--- src/rtl/decoder3x8_pulse_sequencer_pkg.sv ---
// Shared types and helpers for the 3-to-8 pulse sequencer: FSM states,
// code/one-hot widths and the binary-to-one-hot decode.
package decoder_pkg;

  localparam int CODE_W   = 3;
  localparam int ONEHOT_W = 8;

  typedef enum logic [1:0] {
    ST_IDLE,
    ST_DRIVE,
    ST_GAP
  } state_t;

  function automatic logic [ONEHOT_W-1:0] onehot3to8(input logic [CODE_W-1:0] code);
    return ONEHOT_W'(1) << code;
  endfunction

endpackage

--- src/rtl/decoder3x8_pulse_sequencer_if.sv ---
// Producer-side code handshake: the producer drives valid/code, the
// sequencer returns ready.
interface decoder3x8_pulse_sequencer_if;
  import decoder_pkg::*;

  logic              in_valid;
  logic [CODE_W-1:0] in_code;
  logic              in_ready;

  modport master (output in_valid, output in_code, input  in_ready);
  modport slave  (input  in_valid, input  in_code, output in_ready);

endinterface

--- src/rtl/decoder3x8_pulse_sequencer_fifo.sv ---
// First-word-fall-through code FIFO; dout always shows the head entry and
// level distinguishes full from empty since the pointers wrap modulo DEPTH.
module decoder_code_fifo
  import decoder_pkg::*;
#(
  parameter int DEPTH = 4
) (
  input  logic                    clk,
  input  logic                    rst_n,
  input  logic                    push,
  input  logic [CODE_W-1:0]       din,
  input  logic                    pop,
  output logic [CODE_W-1:0]       dout,
  output logic                    full,
  output logic                    empty,
  output logic [$clog2(DEPTH):0]  level
);

  localparam int AW = $clog2(DEPTH);

  logic [CODE_W-1:0] r_mem [DEPTH];
  logic [AW-1:0]     r_wr;
  logic [AW-1:0]     r_rd;
  logic [AW:0]       r_level;
  logic              w_push;
  logic              w_pop;

  // Flags come from registered level only, so a pop never frees room for a
  // push in the same cycle.
  assign full   = (r_level == (AW+1)'(DEPTH));
  assign empty  = (r_level == '0);
  assign level  = r_level;
  assign dout   = r_mem[r_rd];
  assign w_push = push && !full;
  assign w_pop  = pop && !empty;

  always_ff @(posedge clk) begin
    if (w_push) r_mem[r_wr] <= din;
  end

  always_ff @(posedge clk or negedge rst_n) begin
    if (!rst_n) begin
      r_wr    <= '0;
      r_rd    <= '0;
      r_level <= '0;
    end else begin
      if (w_push) r_wr <= r_wr + 1'b1;
      if (w_pop)  r_rd <= r_rd + 1'b1;
      case ({w_push, w_pop})
        2'b10:   r_level <= r_level + 1'b1;
        2'b01:   r_level <= r_level - 1'b1;
        default: r_level <= r_level;
      endcase
    end
  end

endmodule

--- src/rtl/decoder3x8_pulse_sequencer.sv ---
// Decodes queued 3-bit codes into one-hot words, each held HOLD cycles and
// followed by GAP all-zero cycles.
module decoder3x8_pulse_sequencer
  import decoder_pkg::*;
#(
  parameter int DEPTH = 4,
  parameter int HOLD  = 2,
  parameter int GAP   = 1
) (
  input  logic                         clk,
  input  logic                         rst_n,
  input  logic                         enable,
  decoder3x8_pulse_sequencer_if.slave  code_if,
  output logic [ONEHOT_W-1:0]          q,
  output logic                         q_valid,
  output logic                         busy,
  output logic [$clog2(DEPTH):0]       level
);

  localparam int CNT_MAX = (HOLD > GAP) ? ((HOLD > 2) ? HOLD : 2) : ((GAP > 2) ? GAP : 2);
  localparam int CNT_W   = $clog2(CNT_MAX);
  localparam logic [CNT_W-1:0] HOLD_LD = CNT_W'(HOLD - 1);
  localparam logic [CNT_W-1:0] GAP_LD  = (GAP > 0) ? CNT_W'(GAP - 1) : '0;

  state_t              r_state;
  logic [CNT_W-1:0]    r_cnt;
  logic [ONEHOT_W-1:0] r_q;
  logic                r_q_valid;

  logic [CODE_W-1:0]   w_head;
  logic                w_full;
  logic                w_empty;
  logic                w_start;
  logic                w_done;
  logic                w_pop;

  decoder_code_fifo #(.DEPTH(DEPTH)) u_fifo (
    .clk   (clk),
    .rst_n (rst_n),
    .push  (code_if.in_valid),
    .din   (code_if.in_code),
    .pop   (w_pop),
    .dout  (w_head),
    .full  (w_full),
    .empty (w_empty),
    .level (level)
  );

  assign w_start = enable && !w_empty;
  assign w_done  = (r_cnt == '0);
  // A pop is allowed from IDLE, or at the last cycle of a word when no gap
  // follows, or at the last gap cycle; this gives back-to-back words for GAP=0.
  assign w_pop   = w_start &&
                   ((r_state == ST_IDLE) ||
                    (w_done && ((r_state == ST_GAP) || ((r_state == ST_DRIVE) && (GAP == 0)))));

  assign code_if.in_ready = !w_full;
  assign busy             = (r_state != ST_IDLE) || !w_empty;
  assign q                = r_q;
  assign q_valid          = r_q_valid;

  always_ff @(posedge clk or negedge rst_n) begin
    if (!rst_n) begin
      r_state   <= ST_IDLE;
      r_cnt     <= '0;
      r_q       <= '0;
      r_q_valid <= 1'b0;
    end else if (w_pop) begin
      r_q       <= onehot3to8(w_head);
      r_q_valid <= 1'b1;
      r_cnt     <= HOLD_LD;
      r_state   <= ST_DRIVE;
    end else begin
      case (r_state)
        ST_DRIVE: begin
          if (!w_done) begin
            r_cnt <= r_cnt - 1'b1;
          end else begin
            r_q       <= '0;
            r_q_valid <= 1'b0;
            if (GAP > 0) begin
              r_cnt   <= GAP_LD;
              r_state <= ST_GAP;
            end else begin
              r_state <= ST_IDLE;
            end
          end
        end
        ST_GAP: begin
          if (!w_done) r_cnt <= r_cnt - 1'b1;
          else         r_state <= ST_IDLE;
        end
        default: r_state <= ST_IDLE;
      endcase
    end
  end

endmodule

--- src/flat_wrapper.sv ---
// flat-port wrapper written by rule: the top's interface ports become plain ports
module decoder3x8_pulse_sequencer_flat import decoder_pkg::*;
#(
  parameter int DEPTH = 4,
  parameter int HOLD  = 2,
  parameter int GAP   = 1
)
  (clk, rst_n, enable, q, q_valid, busy, level, code_if_in_valid, code_if_in_code, code_if_in_ready);
  decoder3x8_pulse_sequencer_if code_if_i ();
  input  logic clk;
  input  logic rst_n;
  input  logic enable;
  output logic [ONEHOT_W-1:0] q;
  output logic q_valid;
  output logic busy;
  output logic [$clog2(DEPTH):0] level;
  input wire logic [$bits(code_if_i.in_valid)-1:0] code_if_in_valid;
  input wire logic [$bits(code_if_i.in_code)-1:0] code_if_in_code;
  output wire logic [$bits(code_if_i.in_ready)-1:0] code_if_in_ready;
  assign code_if_i.in_valid = code_if_in_valid;
  assign code_if_i.in_code = code_if_in_code;
  assign code_if_in_ready = code_if_i.in_ready;
  decoder3x8_pulse_sequencer #(.DEPTH(DEPTH), .HOLD(HOLD), .GAP(GAP)) u_core (.clk(clk), .rst_n(rst_n), .enable(enable), .code_if(code_if_i), .q(q), .q_valid(q_valid), .busy(busy), .level(level));
endmodule
--- config.mk ---
export PLATFORM = sky130hd
export DESIGN_NAME = decoder3x8_pulse_sequencer_flat
export DESIGN_NICKNAME = d
export VERILOG_FILES = /design/src/rtl/decoder3x8_pulse_sequencer_pkg.sv /design/src/rtl/decoder3x8_pulse_sequencer_if.sv /design/src/rtl/decoder3x8_pulse_sequencer_fifo.sv /design/src/rtl/decoder3x8_pulse_sequencer.sv /design/src/flat_wrapper.sv
export SDC_FILE = /design/constraint.sdc
export NUM_CORES = 1
export LEC_CHECK = 0
export CAP_MARGIN = 20
export CORE_UTILIZATION = 40
export DETAILED_ROUTE_END_ITERATION = 8
export GPL_TIMING_DRIVEN = 0
export PLACE_DENSITY_LB_ADDON = 0.3
export SLEW_MARGIN = 20
export SYNTH_ARGS = -nofsm -noshare
export SYNTH_HDL_FRONTEND = slang
export SYNTH_SLANG_ARGS = --single-unit
--- constraint.sdc ---
create_clock -name clk -period 5.7 [get_ports clk]
set_input_delay 0.855 -clock clk [delete_from_list [all_inputs] [get_ports clk]]
set_output_delay 0.855 -clock clk [all_outputs]
set_load 0.005 [all_outputs]
==> summary.txt <==
Setup path
  • Reg2reg start: u_core.r_state[0]
  • R2r setup slk: 3300 ps
  • Critical Path Source Type: input pin
  • CP Buf/Inv Count: 3
  • CP delay by family, top: buffers and inverters
  • CP Max Fanout: 10
  • Crit path depth: 10
  • Most numerous cell on the critical path: xor2_1
  • Reg2Reg Depth: 11
  • Worst setup path category: input pin to flop
  • Crit path launch: enable
  • Reg-to-Reg End: u_core.u_fifo.level[2]
  • Slowest CP cell: clkdlybuf4s50_1
  • Crit-path max cell delay: 490 ps
  • Critical Path AT: 2890 ps
  • CP required: 5950 ps
  • CP cell instances: clkdlybuf4s50_1, o31a_1, o21ai_2, inv_6, ha_1, inv_1, fa_1, xor2_1, nor2_1, xor2_1
  • Critical Path End Type: flop
  • Worst Setup EP: u_core.u_fifo.level[2]

Yosys
  • Synth Net Count: around 130
  • Most common cell in the netlist: dfrtp_1
  • Leading area contributor after synthesis: dfrtp_1
  • Post-synth EDFFs: 12
  • Cells after synthesis: 111
  • Synth unique cells: 31
  • Top cell type's share of synthesized area: 33.1%
  • Yosys warns: 0
  • Asr flop ratio synth: approximately three fifths
  • Top post-synthesis cells by area: dfrtp_1 (33%), edfxtp_1 (25%), ha_1 (7.0%)
  • Post-synth top cells: dfrtp_1 (19), nand2_1 (14), edfxtp_1 (12)
  • Seq/Total Area, Yosys: 58.1%
  • Dominant synthesized flop cell: dfrtp_1
  • Synth Area per Inst: 13.0 um2
  • Mapped cell area: 1440 um2
  • #FFs+latches synth: 31

STA
  • Slew Limit Fails: 0
  • Fin. Hold Viols: 0
  • Clk_skew: 7.96 ps
  • Fin Setup TNS: 0 ps
  • Hold Slack: around 500 ps
  • Actual slew at the worst max-slew pin: 845 ps
  • Final worst setup slack: 3060 ps
  • Max_slew headroom: 43.5%
  • RSZ-0062 raised after global routing: no
  • Fin crit share: 46.3%
  • Final setup fails: 0
  • Fmax: 0.379 GHz
  • Final min period: 2640 ps

Global route
  • GRT Residual Overflow: 0
  • Grt met3 use: under 10%
  • Met1 Use GR: between 15 and 20%
  • GR peak layer: met2
  • First-pass GRT wire length: 3980 um
  • Met2 Use GR: about a quarter
  • All-Layer GR Usage: 15.3%
  • Initial antenna violation count: 0
  • Pin count of the biggest net entering global routing: 20
  • Number of global-route vias before repair: about 900

Clock tree
  • Cts hold-fix bufs: 0
  • Htree depth: 2
  • Clock sinks: 31
  • Clock Tree Buf Depth: 2
  • CTS clk-pin slew, worst paths: ~90 ps
  • PostCTS Resize Cnt: 0
  • Worst skew pair latency: 330 ps
  • Post-CTS setup buffer count: 0
  • CTS tree: done
  • Clk root buf: clkbuf_4
  • Num CTS Buffers: 5

Routing
  • DR vias: slightly above 900
  • Remaining antenna violation count after routing: 0
  • Drt drc: 0
  • DR vias/cell: 4.92
  • Total Wirelength: between 2000 and 2500 um
  • Drt wl/cell: 12.8 um
  • Drt pass-1 iters: 4
  • DRT iter0 DRCs: 21

Placement
  • # port buffers: 20
  • Dpl hpwl: 1750 um
  • RD Place Congestion: 0.765
  • Placement Setup Slack: about 2700 ps
  • Area post-placement: 1700 um2
  • Placed instance count: roughly 180

Pwr
  • Final Total Pwr: 902 uW
  • Leakage power: 0.734 nW
  • Worst VDD drop: 0.242 mV
  • P per Cell Area: 514 nW/um2

Cells and area
  • Fill count: 310
  • Final instance area: 1760 um2
  • Final Core Density: 51.8%
  • Layout area overhead: 22.1%
  • Non-Filler Instances: 185
  • N_diodes: 0
  • Share of cells above drive strength 1: 10.8%
  • Final #Nets: 154

Run
  • MaxCap Viol Count: 0

Floorplan
  • DIE AREA: 3840 um2
  • Die X: 62.0 um
  • Initial Util: ~42%
  • Core Region: 3390 um2
  • IO Count: 21
  • Die Span Y: between 60 and 70 um
  • Rows: 21

Status
  • Status: finished clean

Hold path
  • Min-delay worst type: flop to flop
-- worst min path at each step --
stage	depth (start not counted)	to	from
2_1_floorplan	2	u_core.q_valid	u_core.q_valid
3_3_place_gp	2	u_core.q_valid	u_core.q_valid
3_5_place_dp	2	u_core.q_valid	u_core.q_valid
4_1_cts	2	u_core.q_valid	u_core.q_valid
5_1_grt	2	u_core.q_valid	u_core.q_valid
6_report	2	u_core.q_valid	u_core.q_valid
-- where the power goes --
group          internal [mW]  total [mW]  switching, mW
sequential             0.310       0.365         0.0549
clock                 0.0597       0.131         0.0713
combinational          0.211       0.406          0.195
total                  0.580       0.902          0.321
-- metal layers --
layer	wire length (um)	share of wire [%]	vias up
li1	-	-	442
met2	1170	50	27
met4	62	2.6	0
met5	0	0	-
met1	1030	44	435
met3	97	4.1	7
-- cells by family after synthesis --
kind of cell | after synthesis | share of synthesized area, %
AOI/OAI and AO/OA | 16 | 7.75
adders and majority gates | 9 | 8.36
muxes | 6 | 6.88
xor gates and xnor gates | 6 | 3.66
and+or+nand+nor | 29 | 10.4
buffers and inverters | 14 | 4.79
DFF | 31 | 58.1
-- sequential cells by signal, summed over array words and instances, names as in the netlist --
name and cells:
u_core.r_cnt 1, u_core.q_valid 1, u_core.u_fifo.r_mem 12, u_core.u_fifo.r_wr 2, u_core.u_fifo.level 3, u_core.r_state 2, u_core.q 8, u_core.u_fifo.r_rd 2
-- placed cells by master, fill, tap and decap left out --
master / n
clkdlybuf4s50_1: 20
dfrtp_1: 19
nand2_1: 14
edfxtp_1: 12
inv_1: 11
ha_1: 8
o22ai_1: 6
clkbuf_4: 5
and3_1: 4
xnor2_1: 4
nand2b_1: 3
mux4_2: 3
o211ai_1: 3
or3b_1: 2
o21ai_0: 2
mux2i_1: 2
xor2_1: 2
nor2b_1: 1
o31a_1: 1
o21ai_2: 1
inv_6: 1
and2_1: 1
nor3_1: 1
buf_4: 1
buf_6: 1
or2b_2: 1
a2111o_1: 1
nor2_1: 1
mux2_1: 1
a21oi_1: 1
a211oi_1: 1
or3_1: 1
fa_1: 1
clkbuf_1: 1
clkbuf_8: 1
clkinv_2: 1
-- final cells by class --
type | count | area, um2 | share of cell area [%]
Timing Repair Buffer | 20 | 200 | 11.4
Clock buffer | 7 | 55.1 | 3.14
Multi-Input combinational cell | 66 | 533 | 30.4
Buffer | 2 | 18.8 | 1.07
Tap cell | 46 | 57.6 | 3.28
Sequential cell | 31 | 836 | 47.6
Inverter | 12 | 50.0 | 2.85
Clock inverter | 1 | 5.00 | 0.285
-- worst min-delay path, delay by kind of cell (launching register included) --
family	cells	cell delay [ps]
DFF	1	360
and+or+nand+nor	2	110
No activity file was read; power rests on OpenSTA's default activity.
